--- config.mk ---
export PLATFORM = sky130hd
export DESIGN_NAME = uart_rx_deframer
export DESIGN_NICKNAME = d
export VERILOG_FILES = /design/src/rtl/uart_rx_deframer_pkg.sv /design/src/rtl/uart_os_tick.sv /design/src/rtl/uart_rx_deframer.sv
export SDC_FILE = /design/constraint.sdc
export NUM_CORES = 1
export LEC_CHECK = 0
export BUFFER_PORTS_ARGS = -buffer_cell sky130_fd_sc_hd__buf_2
export CAP_MARGIN = 30
export CORE_ASPECT_RATIO = 0.8
export CORE_MARGIN = 4
export CORE_UTILIZATION = 50
export CTS_CLUSTER_DIAMETER = 50
export DETAILED_ROUTE_END_ITERATION = 7
export GPL_TIMING_DRIVEN = 0
export PLACE_DENSITY = 0.68
export SYNTH_ARGS = -nofsm -noshare
export SYNTH_HDL_FRONTEND = slang
export SYNTH_SLANG_ARGS = --single-unit
export TNS_END_PERCENT = 30
--- constraint.sdc ---
create_clock -name clk -period 2.8 [get_ports clk]
set_input_delay 0.84 -clock clk [delete_from_list [all_inputs] [get_ports clk]]
set_output_delay 0.84 -clock clk [all_outputs]
set_load 0.01 [all_outputs]
--- src/rtl/uart_rx_deframer_pkg.sv ---
// uart_rx_deframer_pkg: shared state encoding, majority sample points and voter for the UART receiver
package uart_rx_deframer_pkg;
   typedef enum logic [2:0] {IDLE, START, DATA, STOP, WAIT_HIGH} rx_state_t;
   localparam logic [3:0] SMP_A   = 4'd7;
   localparam logic [3:0] SMP_B   = 4'd8;
   localparam logic [3:0] SMP_C   = 4'd9;
   localparam logic [3:0] SC_LAST = 4'd15;
   function automatic logic maj3(input logic a, input logic b, input logic c);
      return (a & b) | (a & c) | (b & c);
   endfunction
endpackage

--- src/rtl/uart_os_tick.sv ---
// uart_os_tick: oversample divider producing one tick every DIV clocks, restartable by clear
module uart_os_tick #(
   parameter int DIV_W = 16,
   parameter int DIV   = 13
) (
   input  logic clk,
   input  logic rst,
   input  logic clear,
   output logic tick
);
   localparam logic [DIV_W-1:0] LAST = DIV_W'(DIV - 1);
   logic [DIV_W-1:0] cnt;
   assign tick = ~clear & (cnt == LAST);
   // free-running modulo-DIV counter, held at zero while clear is high
   always_ff @(posedge clk or posedge rst)
      if (rst) cnt <= '0;
      else     cnt <= (clear | (cnt == LAST)) ? '0 : cnt + 1'b1;
endmodule

--- src/rtl/uart_rx_deframer.sv ---
// uart_rx_deframer: 8N1 UART receiver with 16x oversampling, majority vote, framing and break detection
module uart_rx_deframer
   import uart_rx_deframer_pkg::*;
#(
   parameter int DIV_W = 16,
   parameter int DIV   = 13
) (
   input  logic       clk,
   input  logic       rst,
   input  logic       rx_in,
   output logic [7:0] rx_data,
   output logic       rx_strobe,
   output logic       rx_frame_err,
   output logic       rx_break,
   output logic       rx_busy
);
   rx_state_t  state, state_n;
   logic       s1, s2, s3, rxs, fall;
   logic       tick, sc_clr, smp_a, smp_b, dec, bit_val, high_done;
   logic       v_a, v_b, load, shift_en, ferr;
   logic [3:0] sc, sc_nx;
   logic [2:0] idx;
   logic [7:0] shift;

   assign rxs       = s2;
   assign fall      = s3 & ~s2;
   assign sc_nx     = sc + 4'd1;
   assign smp_a     = tick & (sc_nx == SMP_A);
   assign smp_b     = tick & (sc_nx == SMP_B);
   assign dec       = tick & (sc_nx == SMP_C);
   assign bit_val   = maj3(v_a, v_b, rxs);
   assign high_done = tick & (sc == SC_LAST) & rxs;
   assign sc_clr    = (state == IDLE) | ((state == WAIT_HIGH) & ~rxs) | ((state == STOP) & dec);
   assign rx_busy   = state != IDLE;

   uart_os_tick #(.DIV_W(DIV_W), .DIV(DIV)) u_tick (
      .clk   (clk),
      .rst   (rst),
      .clear (state == IDLE),
      .tick  (tick)
   );

   // two-flop synchronizer plus a third flop for falling-edge detection
   always_ff @(posedge clk or posedge rst)
      if (rst) {s1, s2, s3} <= 3'b111;
      else     {s1, s2, s3} <= {rx_in, s1, s2};

   // state register
   always_ff @(posedge clk or posedge rst)
      if (rst) state <= IDLE;
      else     state <= state_n;

   // next-state and per-cycle control decisions
   always_comb begin
      state_n  = state;
      load     = 1'b0;
      shift_en = 1'b0;
      ferr     = 1'b0;
      case (state)
         IDLE:      if (fall) state_n = START;
         START:     if (dec) state_n = bit_val ? IDLE : DATA;
         DATA:      if (dec) begin
                       shift_en = 1'b1;
                       if (idx == 3'd7) state_n = STOP;
                    end
         STOP:      if (dec) begin
                       load    = bit_val;
                       ferr    = ~bit_val;
                       state_n = bit_val ? IDLE : WAIT_HIGH;
                    end
         WAIT_HIGH: if (high_done) state_n = IDLE;
         default:   state_n = IDLE;
      endcase
   end

   // sample counter, vote capture, shift register and registered status pulses
   always_ff @(posedge clk or posedge rst)
      if (rst) begin
         sc           <= '0;
         v_a          <= 1'b1;
         v_b          <= 1'b1;
         idx          <= '0;
         shift        <= '0;
         rx_data      <= '0;
         rx_strobe    <= 1'b0;
         rx_frame_err <= 1'b0;
         rx_break     <= 1'b0;
      end else begin
         sc           <= sc_clr ? 4'd0 : tick ? sc_nx : sc;
         v_a          <= smp_a ? rxs : v_a;
         v_b          <= smp_b ? rxs : v_b;
         idx          <= (state == START) ? 3'd0 : shift_en ? idx + 3'd1 : idx;
         shift        <= shift_en ? {bit_val, shift[7:1]} : shift;
         rx_data      <= load ? shift : rx_data;
         rx_strobe    <= load;
         rx_frame_err <= ferr;
         rx_break     <= ferr & (shift == 8'h00);
      end
endmodule

==> results.sh <==
export IMPL_area_growth_pct=11.61
export IMPL_powerDensity_nw_per_um2=634.9
export IMPL_die_height_um=70.42
export IMPL_grt_max_degree=44
export IMPL_end_kind="flip-flop"
export IMPL_dpl_hpwl_um=2961
export IMPL_via_per_inst=5.177
export IMPL_start_util_pct=52.34
export IMPL_synthArstFlopShare_pct=100.0
export IMPL_grt_setup_unrepaired="no"
export IMPL_cts_buffers=5
export IMPL_first_pass_iters=4
export IMPL_route_detailed_wl_per_inst_um=13.73
export IMPL_synth_compound_area_share_pct=3.751
export IMPL_clk_latency_ns=0.30
export IMPL_cap_violations=0
export IMPL_cts_buffer_depth=2
export IMPL_relSlewSlack_pct=60.04
export IMPL_n_antenna_cell=0
export IMPL_arrival_ns=2.64
export IMPL_min_to="rxs"
export IMPL_yosysUniqueCellTypes=38
export IMPL_drt_iter0_drc=84
export IMPL_cts_setup_buffers=0
export IMPL_synthFlopType="dfrtp_1"
export IMPL_yosys_area_share_xor_xnor_pct=6.115
export IMPL_synth_adder_area_share_pct=4.522
export IMPL_cts_tree="done"
export IMPL_fin_worst_skew_ns=0.004119
export IMPL_ys_seq_elements=50
export IMPL_synthCells=217
export IMPL_syn_nets=228
export IMPL_ant_nets=0
export IMPL_muxShareOfSynthArea_pct=10.89
export IMPL_io_pins=15
export IMPL_min_path_cells=0
export IMPL_fin_setup_tns_ns=0
export IMPL_cts_resized=0
export IMPL_ys_warn_count=0
export IMPL_place_port_buffers=14
export IMPL_overflow=0
export IMPL_synthSimpleGateAreaFrac_pct=20.09
export IMPL_synth_edf_count=0
export IMPL_fin_crit_sh_pct=87.37
export IMPL_worstPathMaxFanout=8
export IMPL_placed_area_um2=2600
export IMPL_fmax_mhz=408.8
export IMPL_place_congestion=0.8537
export IMPL_min_delay_start="s1"
export IMPL_drive_gt1_share_pct=22.50
export IMPL_critical_path_class="reg2reg"
export IMPL_ff2ff_setup_slack_ns=0.35
export IMPL_synth_top_family_by_area="simple AND/OR/NAND/NOR gates"
export IMPL_status="finished, final reports clean"
export IMPL_grt_pass1_vias=1497
export IMPL_cts_sinks=50
export IMPL_worst_slew_pin_slew_ns=0.5943
export IMPL_antenna_found_initial=0
export IMPL_core_um2=4652
export IMPL_drc=0
export IMPL_root_buffer="clkbuf_8"
export IMPL_cp_required_ns=3.00
export IMPL_wl_um=4120
export IMPL_vias=1553
export IMPL_hold_viol=0
export IMPL_syn_area_per_cell_um2=11.22
export IMPL_dieArea_um2=6057
export IMPL_synth_sequential_area_ratio_pct=51.64
export IMPL_period_minus_slack_ns=2.446
export IMPL_worst_setup_path_start_kind="flip-flop"
export IMPL_htreeDepth=2
export IMPL_peakVddDrop_uv=408.6
export IMPL_fin_hold_ws_ns=0.3625
export IMPL_ctsHoldBuffers=0
export IMPL_finalNetCount=250
export IMPL_grt_first_pass_wirelength_um=7314
export IMPL_regToRegEndpoint="shift[3]"
export IMPL_cts_clk_slew_worst_paths_ns=0.10
export IMPL_r2r_start="sc[1]"
export IMPL_setup_viol=0
export IMPL_worst_r2r_path_depth=6
export IMPL_netlist_area_um2=2435
export IMPL_die_x_um=86.02
export IMPL_rows=22
export IMPL_final_area_um2=2718
export IMPL_hold_class="reg2reg"
export IMPL_leakage_nw=1.332
export IMPL_drv_slew=0
export IMPL_grt_total_usage_pct=15.20
[cell usage in the layout, fill, tap and decap left out, types with 2 or more instances in the layout]
master    instances
or3_1             3
a221o_1           3
a21oi_1           4
nand2_1          14
and4_1            2
inv_1             7
nand3_1           7
nor2_1           30
nor4_1            6
buf_2            15
clkbuf_8          5
mux2_4            8
nor3_1            3
clkbuf_1          4
ha_1              8
dfstp_2           5
buf_6             2
and2_1            7
mux2_2           11
xor2_1            7
nor2b_1           3
nand4_1           6
and3_1            6
dfrtp_1          45
xnor2_1          10
[synthesized netlist by cell type (2+ instances only)]
cell type | n | area, um2
a21oi_1 | 4 | 20.02
xnor2_1 | 10 | 87.58
and2_1 | 7 | 43.79
ha_1 | 8 | 100.1
clkbuf_1 | 4 | 15.01
inv_1 | 8 | 30.03
nor2b_1 | 3 | 18.77
and3_1 | 6 | 37.54
and4_1 | 2 | 17.52
mux2_2 | 11 | 123.9
a221o_1 | 3 | 30.03
xor2_1 | 7 | 61.31
nand3_1 | 7 | 35.03
dfstp_2 | 5 | 131.4
mux2_4 | 8 | 120.1
nor2_1 | 30 | 112.6
dfrtp_1 | 45 | 1126
buf_6 | 2 | 22.52
nand4_1 | 6 | 37.54
or3_1 | 3 | 18.77
nor3_1 | 3 | 15.01
nor4_1 | 6 | 37.54
nand2_1 | 14 | 52.55
[per-stage QoR]
stage	power, mW	util, %	cells	worst slack, ns
after global routing	1.847	58.42	300	0.1477
final	1.725	58.42	300	0.3538
after global placement	1.200	55.46	291	0.1334
after floorplan	1.129	-	217	0.6021
after CTS	1.747	58.42	300	0.3531
after detailed placement	1.214	55.89	292	0.3609
[routing by layer]
layer | global-route usage, % | wire (um)
met1 | 23.47 | 2219
met3 | 3.892 | 134
met4 | 4.745 | 48
met2 | 20.53 | 1717
met5 | 0 | 0
[final cells by class]
type                            instances  area, um2
Multi-Input combinational cell        152       1105
Inverter                                8      30.03
Buffer                                  7      42.54
Clock buffer                            5      68.82
Timing Repair Buffer                   15      90.09
Clock inverter                          3      48.80
Fill cell                             393       1934
Sequential cell                        50       1257
Tap cell                               60      75.07
[flip-flops by register name (all words and copies together) (netlist names), 3 cells and up]
signal      flops
idx             3
state           3
shift           8
u_tick.cnt     16
rx_data         8
sc              4
[logic make-up after synthesis]
family | count (synthesis)
and+or+nand+nor | 93
DFF | 50
muxes | 21
xor gates and xnor gates | 17
buffers and inverters | 15
AOI/OAI and AO/OA | 12
adders and majority gates | 9
[where the power goes]
part           internal, mW  switching, mW  total [mW]  leakage (nW)
clock                 0.272          0.254       0.526        0.0563
sequential            0.793         0.0821       0.875         0.663
combinational         0.140          0.184       0.324         0.613
[worst max-delay path: stages (launching register included)]
cell and delay [ns]:
dfrtp_1 0.49, ha_1 0.29, and2_1 0.19, nand3_1 0.10, mux2_2 0.36, nor4b_4 0.51, mux2_2 0.40
[worst max-delay path by stage]
stage,cells past startpoint,start,end,slack [ns]
after floorplan,7,sc[1],rx_data[0],0.60
after global placement,2,rst,state[0],0.13
after detailed placement,6,sc[1],shift[3],0.36
after CTS,6,sc[1],shift[3],0.35
after global routing,6,sc[0],shift[4],0.15
final,6,sc[1],shift[3],0.35
Note: power is estimated with default switching activity, not from simulation.
